`src/rtl/hyperbus_cfg_shadow_regs.sv`:
```
// -----------------------------------------------------------------------------
// hyperbus_cfg_shadow_regs
//
// Double-buffered Hyperbus configuration and per-chip address ranges.
// Regbus writes update only the shadow copy. A commit request is validated,
// then held pending until the PHY reports idle. At that point the whole shadow
// set is copied to the active set on a single clock edge, so the controller
// and address decoder never see a partly updated configuration.
//
// Register map (32-bit words, byte address = 4 * word index):
//   0..7       shadow config fields (latency, en_add, burst_max, rw_recovery,
//              rx_delay, tx_delay, var_lat_check, address_space)
//   8          CTRL   (write-only, reads 0): bit0 commit, bit1 lock (sticky)
//   9          STATUS bit0 pending, bit1 commit_err (W1C), bit2 locked,
//                     bit3 timeout (W1C)
//   10+2i      shadow start address of chip i
//   11+2i      shadow end address of chip i (exclusive)
//
// Ports:
//   clk_i             clock, sole domain
//   rst_i             asynchronous reset, active-high
//   reg_req_i         regbus request (addr, write, wdata, wstrb, valid)
//   reg_rsp_o         regbus response (combinational, ready always 1)
//   phy_idle_i        controller/PHY has no transfer in flight
//   cfg_o             active configuration
//   chip_rules_o      active per-chip address ranges, idx = chip number
//   cfg_update_o      one-cycle pulse in the first cycle the new set is visible
//   commit_pending_o  a commit is accepted and waiting for phy_idle_i
//
// Optional feature macro: HYPERBUS_CFG_COMMIT_TIMEOUT_EN
//   Defined: a pending commit is aborted after TimeoutCycles consecutive
//   cycles without phy_idle_i, setting STATUS.timeout.
//   Undefined: a pending commit waits indefinitely; STATUS.timeout reads 0.
// -----------------------------------------------------------------------------

package hyperbus_pkg;

    typedef struct packed {
        logic [3:0]  t_latency_access;
        logic        en_latency_additional;
        logic [15:0] t_burst_max;
        logic [3:0]  t_read_write_recovery;
        logic [3:0]  t_rx_clk_delay;
        logic [3:0]  t_tx_clk_delay;
        logic [3:0]  t_variable_latency_check;
        logic        address_space;
    } hyper_cfg_t;

    typedef struct packed {
        logic [31:0] idx;
        logic [31:0] start_addr;
        logic [31:0] end_addr;
    } rule_t;

    typedef struct packed {
        logic [31:0] addr;
        logic        write;
        logic [31:0] wdata;
        logic [3:0]  wstrb;
        logic        valid;
    } reg_req_t;

    typedef struct packed {
        logic [31:0] rdata;
        logic        error;
        logic        ready;
    } reg_rsp_t;

    localparam hyper_cfg_t CfgReset = '{
        t_latency_access:         4'd6,
        en_latency_additional:    1'b1,
        t_burst_max:              16'd665,
        t_read_write_recovery:    4'd6,
        t_rx_clk_delay:           4'd8,
        t_tx_clk_delay:           4'd8,
        t_variable_latency_check: 4'd3,
        address_space:            1'b0
    };

endpackage

module hyperbus_cfg_shadow_regs #(
    parameter int unsigned NumChips      = 2,
    parameter logic [31:0] ChipSpace     = 32'h40_0000,
    parameter int unsigned TimeoutCycles = 1024,
    parameter type         reg_req_t     = hyperbus_pkg::reg_req_t,
    parameter type         reg_rsp_t     = hyperbus_pkg::reg_rsp_t,
    parameter type         rule_t        = hyperbus_pkg::rule_t
) (
    input  logic                      clk_i,
    input  logic                      rst_i,
    input  reg_req_t                  reg_req_i,
    output reg_rsp_t                  reg_rsp_o,
    input  logic                      phy_idle_i,
    output hyperbus_pkg::hyper_cfg_t  cfg_o,
    output rule_t [NumChips-1:0]      chip_rules_o,
    output logic                      cfg_update_o,
    output logic                      commit_pending_o
);

    import hyperbus_pkg::*;

    localparam int unsigned NumRegs = 2 * NumChips + 10;

    if (NumChips < 1 || TimeoutCycles < 1) begin : g_bad_params
        $error("hyperbus_cfg_shadow_regs: NumChips and TimeoutCycles must be >= 1");
    end

    typedef enum logic {
        StIdle,
        StPending
    } state_e;

    state_e      state_q, state_d;
    hyper_cfg_t  shadow_q, shadow_d, active_q;
    logic [31:0] start_q [NumChips];
    logic [31:0] start_d [NumChips];
    logic [31:0] end_q   [NumChips];
    logic [31:0] end_d   [NumChips];
    logic [31:0] act_start_q [NumChips];
    logic [31:0] act_end_q   [NumChips];
    logic        locked_q, locked_d;
    logic        commit_err_q, commit_err_d;
    logic        update_q;
    logic        copy_en;
    logic        timeout_flag;

`ifdef HYPERBUS_CFG_COMMIT_TIMEOUT_EN
    localparam int unsigned CntW = $clog2(TimeoutCycles + 1);
    logic [CntW-1:0] cnt_q, cnt_d;
    logic            timeout_q, timeout_d;
    assign timeout_flag = timeout_q;
`else
    assign timeout_flag = 1'b0;
`endif

    // ------------------------------------------------------------------------
    // Request decode
    // ------------------------------------------------------------------------
    logic [29:0] word_idx;
    logic        mapped, is_ctrl, is_status, pending;
    logic        req_err, wr_en;
    logic        commit_req, lock_req, clr_commit_err, clr_timeout;
    logic        unused_addr_bits;

    assign word_idx         = reg_req_i.addr[31:2];
    assign unused_addr_bits = ^reg_req_i.addr[1:0];
    assign mapped           = word_idx < 30'(NumRegs);
    assign is_ctrl          = word_idx == 30'd8;
    assign is_status        = word_idx == 30'd9;
    assign pending          = state_q == StPending;

    // STATUS stays writable under lock so errors can still be acknowledged;
    // CTRL stays writable while pending so a lock can be applied.
    assign req_err = reg_req_i.valid &
                     (!mapped |
                      (reg_req_i.write & locked_q & !is_status) |
                      (reg_req_i.write & pending & !is_status & !is_ctrl));
    assign wr_en   = reg_req_i.valid & reg_req_i.write & !req_err;

    assign commit_req     = wr_en & is_ctrl   & reg_req_i.wstrb[0] & reg_req_i.wdata[0];
    assign lock_req       = wr_en & is_ctrl   & reg_req_i.wstrb[0] & reg_req_i.wdata[1];
    assign clr_commit_err = wr_en & is_status & reg_req_i.wstrb[0] & reg_req_i.wdata[1];
    assign clr_timeout    = wr_en & is_status & reg_req_i.wstrb[0] & reg_req_i.wdata[3];

    function automatic logic [31:0] merge(input logic [31:0] old_val,
                                          input logic [31:0] new_val,
                                          input logic [3:0]  strb);
        logic [31:0] res;
        for (int b = 0; b < 4; b++) begin
            res[8*b +: 8] = strb[b] ? new_val[8*b +: 8] : old_val[8*b +: 8];
        end
        return res;
    endfunction

    // ------------------------------------------------------------------------
    // Read response
    // ------------------------------------------------------------------------
    logic [31:0] rdata;

    always_comb begin
        // NOTE: every combinational output gets a default first so that no
        // path through the case/if tree leaves it unassigned (no latch).
        rdata = '0;
        case (word_idx)
            30'd0: rdata = 32'(shadow_q.t_latency_access);
            30'd1: rdata = 32'(shadow_q.en_latency_additional);
            30'd2: rdata = 32'(shadow_q.t_burst_max);
            30'd3: rdata = 32'(shadow_q.t_read_write_recovery);
            30'd4: rdata = 32'(shadow_q.t_rx_clk_delay);
            30'd5: rdata = 32'(shadow_q.t_tx_clk_delay);
            30'd6: rdata = 32'(shadow_q.t_variable_latency_check);
            30'd7: rdata = 32'(shadow_q.address_space);
            30'd8: rdata = '0;
            30'd9: rdata = {28'd0, timeout_flag, locked_q, commit_err_q, pending};
            default: begin
                for (int i = 0; i < NumChips; i++) begin
                    if (word_idx == 30'(10 + 2 * i)) rdata = start_q[i];
                    if (word_idx == 30'(11 + 2 * i)) rdata = end_q[i];
                end
            end
        endcase
    end

    always_comb begin
        reg_rsp_o       = '0;
        reg_rsp_o.ready = 1'b1;
        reg_rsp_o.error = req_err;
        reg_rsp_o.rdata = req_err ? 32'd0 : rdata;
    end

    // ------------------------------------------------------------------------
    // Shadow register writes (fields truncated to their width after merge)
    // ------------------------------------------------------------------------
    always_comb begin
        shadow_d = shadow_q;
        start_d  = start_q;
        end_d    = end_q;
        if (wr_en) begin
            case (word_idx)
                30'd0: shadow_d.t_latency_access = 4'(merge(32'(shadow_q.t_latency_access),
                                                       reg_req_i.wdata, reg_req_i.wstrb));
                30'd1: shadow_d.en_latency_additional = 1'(merge(32'(shadow_q.en_latency_additional),
                                                       reg_req_i.wdata, reg_req_i.wstrb));
                30'd2: shadow_d.t_burst_max = 16'(merge(32'(shadow_q.t_burst_max),
                                                       reg_req_i.wdata, reg_req_i.wstrb));
                30'd3: shadow_d.t_read_write_recovery = 4'(merge(32'(shadow_q.t_read_write_recovery),
                                                       reg_req_i.wdata, reg_req_i.wstrb));
                30'd4: shadow_d.t_rx_clk_delay = 4'(merge(32'(shadow_q.t_rx_clk_delay),
                                                       reg_req_i.wdata, reg_req_i.wstrb));
                30'd5: shadow_d.t_tx_clk_delay = 4'(merge(32'(shadow_q.t_tx_clk_delay),
                                                       reg_req_i.wdata, reg_req_i.wstrb));
                30'd6: shadow_d.t_variable_latency_check = 4'(merge(32'(shadow_q.t_variable_latency_check),
                                                       reg_req_i.wdata, reg_req_i.wstrb));
                30'd7: shadow_d.address_space = 1'(merge(32'(shadow_q.address_space),
                                                       reg_req_i.wdata, reg_req_i.wstrb));
                default: begin
                    for (int i = 0; i < NumChips; i++) begin
                        if (word_idx == 30'(10 + 2 * i))
                            start_d[i] = merge(start_q[i], reg_req_i.wdata, reg_req_i.wstrb);
                        if (word_idx == 30'(11 + 2 * i))
                            end_d[i] = merge(end_q[i], reg_req_i.wdata, reg_req_i.wstrb);
                    end
                end
            endcase
        end
    end

    // ------------------------------------------------------------------------
    // Commit FSM
    // ------------------------------------------------------------------------
    logic ranges_ok;

    always_comb begin
        ranges_ok = 1'b1;
        for (int i = 0; i < NumChips; i++) begin
            if (!(start_q[i] < end_q[i])) ranges_ok = 1'b0;
        end
    end

    always_comb begin
        state_d      = state_q;
        copy_en      = 1'b0;
        commit_err_d = clr_commit_err ? 1'b0 : commit_err_q;
        // Commit is evaluated before the lock bit of the same write lands.
        locked_d     = locked_q | lock_req;
`ifdef HYPERBUS_CFG_COMMIT_TIMEOUT_EN
        cnt_d        = cnt_q;
        timeout_d    = clr_timeout ? 1'b0 : timeout_q;
`endif
        case (state_q)
            StIdle: begin
                if (commit_req) begin
                    if (ranges_ok) begin
                        state_d = StPending;
`ifdef HYPERBUS_CFG_COMMIT_TIMEOUT_EN
                        cnt_d   = '0;
`endif
                    end else begin
                        commit_err_d = 1'b1;
                    end
                end
            end
            StPending: begin
                // A further commit write while pending is deliberately ignored.
                if (phy_idle_i) begin
                    copy_en = 1'b1;
                    state_d = StIdle;
                end
`ifdef HYPERBUS_CFG_COMMIT_TIMEOUT_EN
                else if (cnt_q == CntW'(TimeoutCycles - 1)) begin
                    timeout_d = 1'b1;
                    state_d   = StIdle;
                end else begin
                    cnt_d = cnt_q + 1'b1;
                end
`endif
            end
            default: state_d = StIdle;
        endcase
    end

`ifndef HYPERBUS_CFG_COMMIT_TIMEOUT_EN
    logic unused_clr_timeout;
    assign unused_clr_timeout = clr_timeout;
`endif

    // ------------------------------------------------------------------------
    // State registers
    // ------------------------------------------------------------------------
    always_ff @(posedge clk_i or posedge rst_i) begin
        if (rst_i) begin
            // NOTE: the range arrays are flops, not RAM, so every entry gets
            // an explicit reset value; shadow and active start identical.
            state_q      <= StIdle;
            shadow_q     <= CfgReset;
            active_q     <= CfgReset;
            for (int i = 0; i < NumChips; i++) begin
                start_q[i]     <= ChipSpace * 32'(i);
                end_q[i]       <= ChipSpace * 32'(i + 1);
                act_start_q[i] <= ChipSpace * 32'(i);
                act_end_q[i]   <= ChipSpace * 32'(i + 1);
            end
            locked_q     <= 1'b0;
            commit_err_q <= 1'b0;
            update_q     <= 1'b0;
`ifdef HYPERBUS_CFG_COMMIT_TIMEOUT_EN
            cnt_q        <= '0;
            timeout_q    <= 1'b0;
`endif
        end else begin
            // NOTE: non-blocking assignments for all state so every flop
            // samples pre-edge values regardless of statement order.
            state_q      <= state_d;
            shadow_q     <= shadow_d;
            start_q      <= start_d;
            end_q        <= end_d;
            locked_q     <= locked_d;
            commit_err_q <= commit_err_d;
            update_q     <= copy_en;
            // Shadow writes are blocked while pending, so shadow_q is stable.
            if (copy_en) begin
                active_q    <= shadow_q;
                act_start_q <= start_q;
                act_end_q   <= end_q;
            end
`ifdef HYPERBUS_CFG_COMMIT_TIMEOUT_EN
            cnt_q        <= cnt_d;
            timeout_q    <= timeout_d;
`endif
        end
    end

    // ------------------------------------------------------------------------
    // Outputs
    // ------------------------------------------------------------------------
    assign cfg_o            = active_q;
    assign cfg_update_o     = update_q;
    assign commit_pending_o = pending;

    always_comb begin
        chip_rules_o = '0;
        for (int i = 0; i < NumChips; i++) begin
            chip_rules_o[i].idx        = 32'(i);
            chip_rules_o[i].start_addr = act_start_q[i];
            chip_rules_o[i].end_addr   = act_end_q[i];
        end
    end

endmodule

```
`config.mk`:
```
export PLATFORM = sky130hd
export DESIGN_NAME = hyperbus_cfg_shadow_regs
export DESIGN_NICKNAME = d
export VERILOG_FILES = /design/src/rtl/hyperbus_cfg_shadow_regs.sv
export SDC_FILE = /design/constraint.sdc
export NUM_CORES = 1
export LEC_CHECK = 0
export ABC_AREA = 1
export CAP_MARGIN = 15
export CORE_MARGIN = 1.5
export CORE_UTILIZATION = 45
export CTS_CLUSTER_DIAMETER = 100
export DETAILED_ROUTE_END_ITERATION = 12
export PLACE_DENSITY = 0.83
export SLEW_MARGIN = 0
export SYNTH_ARGS = -nofsm -noshare
export SYNTH_HDL_FRONTEND = slang
export SYNTH_SLANG_ARGS = --single-unit
```
`constraint.sdc`:
```
create_clock -name clk_i -period 11.8 [get_ports clk_i]
set_input_delay 1.77 -clock clk_i [delete_from_list [all_inputs] [get_ports clk_i]]
set_output_delay 1.77 -clock clk_i [all_outputs]
set_load 0.02 [all_outputs]
```
==> run_results.csv, run 1 <==
group,metric,value,unit
global_routing,top_usage_layer,"met2",
placement,portBuffers,271,
clocking,clkSinkCount,336,
worst_setup_path,regToRegEndpoint,"chip_rules_o[138]$_DFFE_PP0P_",
pwr,p_total,2.46,mW
cells_and_area,fin_util,0.563,
global_routing,grt_pass1_vias,14500,
sta,slew-limit-headroom,0.229,
worst_setup_path,startpoint_type,"input pin",
die,die_area,39200,µm²
detailed_routing,first_iter_violations,1315,
placement,place_ws,4.00,ns
worst_setup_path,critPathKind,"input pin to primary output",
cells_and_area,nets,2409,
sta,whs,0.469,ns
sta,rsz0062_at_grt,"false",
sta,tns,0,ns
worst_setup_path,ff2ff_path_depth,3,
sta,drv_slew,0,
cells_and_area,final_area,21200,µm²
synthesis,synthCells,2039,
placement,place_area,19800,µm²
die,core-area,37600,µm²
detailed_routing,drcViolationCount,0,
clocking,cts_hold_buffers,0,
sta,max_freq,0.129,GHz
sta,fin_crit_sh,0.656,
synthesis,ys_warn_count,0,
synthesis,ys_ff_latch,336,
detailed_routing,drt_pass1_iterations,5,
global_routing,grt_use_met2,0.426,
detailed_routing,wl_per_cell,17.9,µm
min_path,whs_path_depth,2,
detailed_routing,vias_per_cell,5.22,
clocking,post-cts-setup-buffers,0,
clocking,clk_pin_slew,0.06,ns
min_path,min_from,"cfg_o[35]$_DFFE_PP1P_",
cells_and_area,mostFrequentLayoutCell,"nand2_1",
placement,gp_congestion,0.906,
placement,hpwlAfterDp,36300,µm
cells_and_area,final_cell_count_no_fill,2813,
cells_and_area,ff_latch_area,8450,µm²
die,num_rows,71,
sta,worst_slack,4.06,ns
clocking,cts_htree_levels,2,
global_routing,met1_usage,0.353,
synthesis,yosysUniqueCellTypes,37,
global_routing,grt_pass1_wl,79600,µm
pwr,leakage,9.61,nW
die,initial_core_util,0.455,
detailed_routing,routed_wl,50200,µm
sta,fin_skew,0.0154,ns
synthesis,ys_seq_area_frac,0.494,
sta,period_needed,7.74,ns
cells_and_area,drive_gt1_frac,0.0934,
worst_setup_path,cp_max_fo,16,
sta,setup_viol,0,
worst_setup_path,worst_setup_path_end_kind,"primary output",
cells_and_area,multi_input_area,7110,µm²
cells_and_area,n_antenna_cell,0,
min_path,worstHoldPathType,"flip-flop to flip-flop",
detailed_routing,num_vias,14700,
outcome,status,"complete, no violations",
global_routing,grt_usage,0.260,
pwr,ir_drop,0.0808,mV
cells_and_area,nFillCells,3265,
placement,dp_cells,2743,
worst_setup_path,arrival,5.97,ns
clocking,ctsResizeCount,0,
global_routing,antenna_found_initial,0,
sta,hold_viol,0,
worst_setup_path,r2r_slack,9.37,ns
min_path,hold_path_end,"cfg_o[35]$_DFFE_PP1P_",
clocking,root_buffer,"clkbuf_16",
worst_setup_path,regToRegStartpoint,"commit_pending_o$_DFF_PP0_",
die,die-width,198,µm
cells_and_area,final_cell_mix,"nand2_1 (542), dfrtp_1 (302), clkdlybuf4s50_1 (271)",
synthesis,avgSynthCellArea,8.39,µm²
global_routing,grtUsageMet3,0.0399,
die,pin_count,339,
global_routing,overflow,0,
die,die_h,198,µm
synthesis,netlist_area,17100,µm²
cells_and_area,areaGrowthSynthToFinish,23.8,%
pwr,p_per_area,116,nW/µm²
detailed_routing,postRouteAntennaNets,0,
clocking,cts_tree,"yes",
run,drv_cap,0,
clocking,clk_latency,0.53,ns
global_routing,grt_max_degree,117,
clocking,cts_buffer_depth,3,
worst_setup_path,critical_path_required,10.03,ns
sta,tightest_slew,1.15,ns
clocking,cts_inserted_buffers,37,
flip-flops by register name, summed over array words and instances (netlist names):
| signal | flops |
|---|---|
| commit_err_q | 1 |
| shadow_q | 38 |
| end_q | 64 |
| cfg_update_o | 1 |
| locked_q | 1 |
| chip_rules_o | 128 |
| cfg_o | 38 |
| start_q | 64 |
| commit_pending_o | 1 |
synth_stat cells:
master | number | share of area
nor2_4 | 7 | 0.0046
buf_6 | 17 | 0.011
a21boi_0 | 1 | 0.00044
o21a_1 | 1 | 0.00044
o221ai_1 | 1 | 0.00051
nor3b_1 | 1 | 0.00044
buf_1 | 8 | 0.0018
dfrtp_1 | 302 | 0.44
nand2_2 | 8 | 0.0029
ha_1 | 62 | 0.045
nand3b_1 | 1 | 0.00044
o21ai_0 | 252 | 0.074
nand3_2 | 2 | 0.0012
conb_1 | 2 | 0.00044
inv_1 | 224 | 0.049
nor2_1 | 90 | 0.020
nand4_1 | 16 | 0.0059
o21ai_1 | 78 | 0.023
nand2_1 | 543 | 0.12
o211ai_1 | 5 | 0.0022
nor2_2 | 5 | 0.0018
a21oi_1 | 77 | 0.023
nor4b_1 | 1 | 0.00051
nand3_1 | 55 | 0.016
nand2_4 | 15 | 0.0099
nor3_4 | 1 | 0.00095
or2_2 | 1 | 0.00037
o211a_1 | 1 | 0.00059
clkbuf_1 | 49 | 0.011
nor2_8 | 5 | 0.0059
o21ai_2 | 60 | 0.031
dfstp_2 | 34 | 0.052
inv_2 | 4 | 0.00088
nor3_1 | 31 | 0.0091
o22ai_1 | 4 | 0.0015
buf_4 | 67 | 0.029
buf_2 | 8 | 0.0023
worst max-delay path: stages:
cell             delay, ns
clkdlybuf4s50_1       0.42
nor2_1                0.12
nand2_1               0.32
inv_2                 0.34
nand3_1               0.11
nor2_1                0.83
inv_1                 0.68
o21ai_0               0.43
nor2_1                0.07
nor3_1                0.19
clkdlybuf4s50_1       0.67
logic make-up (layout without fill, tap and decap cells):
group | count (synthesis) | count (layout) | synth area share
fa+ha+maj | 62 | 62 | 0.0454
flops | 336 | 336 | 0.494
compound gates | 480 | 480 | 0.155
buf+inv | 377 | 577 | 0.106
simple gates | 782 | 782 | 0.199
other cells | 2 | 65 | 0.000439
layout make-up:
class,count,share of cell area
Clock buffer,54,0.0501
Clock inverter,13,0.00969
Inverter,228,0.0408
Multi-Input combinational cell,1389,0.336
Sequential cell,336,0.399
Tap cell,511,0.0302
Timing Repair Buffer,282,0.134
how the worst max path moves through the flow:
stage                              from                    to  cells after the start
after floorplan                   rst_i  cfg_o[0]$_DFFE_PP0P_                      1
after global placement    reg_req_i[45]         reg_rsp_o[19]                     11
after detailed placement  reg_req_i[54]         reg_rsp_o[22]                     11
after CTS                 reg_req_i[54]         reg_rsp_o[22]                     11
after global routing      reg_req_i[47]         reg_rsp_o[29]                     11
final                     reg_req_i[47]         reg_rsp_o[20]                     11
power by group:
group / leakage, nW / internal, mW / total (mW) / switching (mW)
Clock: 0.614 / 0.718 / 1.20 / 0.483
Sequential: 4.57 / 1.15 / 1.15 / 0.0000000000000000168
Combinational: 4.43 / 0.0267 / 0.102 / 0.0753
layer usage:
| layer | share of wire | wire [µm] | up-vias |
|---|---|---|---|
| met1 | 0.43 | 21700 | 7046 |
| met3 | 0.067 | 3350 | 98 |
| met4 | 0.028 | 1410 | 0 |
| li1 | - | - | 6949 |
| met2 | 0.47 | 23700 | 583 |
| met5 | 0 | 0 | - |
(Power assumes the default switching activity.)
==> run 2, diff against run 1 <==
Clock period 11.8 ns to 7.55 ns, I/O delays scaled along.
==> run 2 against run 1 <==
Net effect: sequential cell count is the same; critical endpoint is now reg_rsp_o[16]; via count shrank 0.47%; sequential power grew 57%; non-clock buffer count grew 2; register-to-register slack lost 4.1 ns; clock skew grew 0.0054 ns; setup slack lost 2.5 ns; core utilization grew 0.067 points; count of clock-buffer cells in the layout is the same; largest cell class unchanged.
==> run_results.csv, run 2 (same netlist as run 1, synthesis figures left out) <==
group,metric,value,unit
outcome,status,"complete, no violations",
detailed_routing,routed_wl,49600,µm
clocking,cts_buffer_depth,3,
die,core-area,37600,µm²
global_routing,antenna_found_initial,1,
sta,hold_viol,0,
pwr,p_total,3.84,mW
die,die-width,198,µm
sta,tns,0,ns
pwr,leakage,9.63,nW
sta,drv_slew,0,
cells_and_area,largest_reg_flops,128,
detailed_routing,wl_per_cell,17.6,µm
clocking,clkSinkCount,336,
clocking,root_buffer,"clkbuf_16",
clocking,cts_tree,"yes",
placement,place_ws,1.59,ns
cells_and_area,final_cell_count_no_fill,2819,
cells_and_area,areaGrowthSynthToFinish,24.0,%
global_routing,overflow,0,
clocking,clk_pin_slew,0.06,ns
cells_and_area,nFillCells,3328,
detailed_routing,num_vias,14600,
clocking,cts_hold_buffers,0,
detailed_routing,drcViolationCount,0,
clocking,cts_htree_levels,2,
sta,worst_slack,1.51,ns
detailed_routing,first_iter_violations,1192,
clocking,post-cts-setup-buffers,0,
global_routing,grt_usage,0.257,
min_path,min_from,"cfg_o[35]$_DFFE_PP1P_",
detailed_routing,vias_per_cell,5.18,
sta,period_needed,6.04,ns
placement,place_area,19900,µm²
worst_setup_path,critical_path_required,6.42,ns
sta,tightest_slew,1.21,ns
placement,hpwlAfterDp,36100,µm
pwr,ir_drop,0.128,mV
clocking,cts_inserted_buffers,38,
cells_and_area,fin_util,0.564,
sta,fin_crit_sh,0.800,
min_path,hold_path_end,"cfg_o[35]$_DFFE_PP1P_",
global_routing,grt_pass1_vias,14400,
cells_and_area,mostFrequentLayoutCell,"nand2_1",
cells_and_area,drive_gt1_frac,0.0967,
cells_and_area,nets,2412,
worst_setup_path,regToRegStartpoint,"commit_pending_o$_DFF_PP0_",
worst_setup_path,startpoint_type,"input pin",
worst_setup_path,worst_setup_path_end_kind,"primary output",
placement,portBuffers,271,
sta,setup_viol,0,
detailed_routing,drt_pass1_iterations,5,
placement,gp_congestion,0.938,
global_routing,grt_pass1_wl,78600,µm
sta,fin_skew,0.0208,ns
die,die_area,39200,µm²
pwr,p_per_area,181,nW/µm²
cells_and_area,final_cell_mix,"nand2_1 (542), dfrtp_1 (302), clkdlybuf4s50_1 (271)",
cells_and_area,final_area,21200,µm²
sta,max_freq,0.166,GHz
worst_setup_path,critPathKind,"input pin to primary output",
worst_setup_path,r2r_slack,5.26,ns
sta,whs,0.474,ns
die,initial_core_util,0.455,
sta,rsz0062_at_grt,"false",
die,die_h,198,µm
clocking,clk_latency,0.55,ns
sta,slew-limit-headroom,0.189,
placement,dp_cells,2748,
worst_setup_path,arrival,4.91,ns
detailed_routing,postRouteAntennaNets,0,
global_routing,grt_max_degree,174,
clocking,ctsResizeCount,0,
worst_setup_path,ff2ff_path_depth,3,
run,drv_cap,0,
min_path,whs_path_depth,2,
worst_setup_path,cp_max_fo,17,
die,pin_count,339,
die,num_rows,71,
min_path,worstHoldPathType,"flip-flop to flip-flop",
worst_setup_path,regToRegEndpoint,"chip_rules_o[20]$_DFFE_PP0P_",
[run 2: changes by cell type in the layout (fill, tap and decap cells not counted), moves of 2 or more]
| cell | delta |
|---|---|
| clkinv_2 | +5 |
| clkbuf_1 | -3 |
| buf_12 | +2 |
| buf_4 | +2 |
| clkbuf_8 | +2 |
[run 2: layer usage]
metal  up-vias  track usage  wire length (µm)
met1      6970        0.343             21300
met5         -            0                 0
met2       585        0.418             23200
li1       6951            -                 -
met3       101       0.0448              3450
met4         0       0.0998              1650
[run 2: power breakdown]
| part | switching (mW) | internal, mW | total [mW] | leakage (nW) |
|---|---|---|---|---|
| clock | 0.758 | 1.13 | 1.88 | 0.636 |
| sequential | 0.0000000000000000299 | 1.80 | 1.80 | 4.57 |
| combinational | 0.115 | 0.0427 | 0.157 | 4.43 |
[run 2: area by class of cell]
cell class | instances | area (µm²) | share of cell area
sequential | 336 | 8450 | 0.399
multi-input combinational | 1389 | 7100 | 0.335
timing repair buffer | 284 | 2860 | 0.135
clock buffer | 54 | 1100 | 0.0520
inverter | 228 | 860 | 0.0406
tap | 511 | 639 | 0.0302
clock inverter | 16 | 184 | 0.00868
antenna | 1 | 2.50 | 0.000118
[run 2: worst max-delay path: stages]
cell and delay, ns:
clkdlybuf4s50_1 0.40, nor2_1 0.17, nand2_1 0.30, inv_2 0.29, nand2_1 0.10, nor2_1 0.12, nand2_1 0.08, nand2_1 0.08
nand2_2 0.08, o21ai_2 0.74, buf_4 0.38, nand2_1 0.08, a21oi_1 0.28, clkdlybuf4s50_1 0.67
[run 2: worst max-delay path by stage]
| stage | start | to | slack, ns | cells after the start |
|---|---|---|---|---|
| floorplan | rst_i | cfg_o[0]$_DFFE_PP0P_ | 1.95 | 1 |
| global placement | reg_req_i[47] | reg_rsp_o[16] | 1.59 | 13 |
| detailed placement | reg_req_i[45] | reg_rsp_o[16] | 1.59 | 14 |
| CTS | reg_req_i[47] | reg_rsp_o[16] | 1.59 | 15 |
| global route | reg_req_i[45] | reg_rsp_o[16] | 1.27 | 14 |
| finish | reg_req_i[45] | reg_rsp_o[16] | 1.51 | 14 |
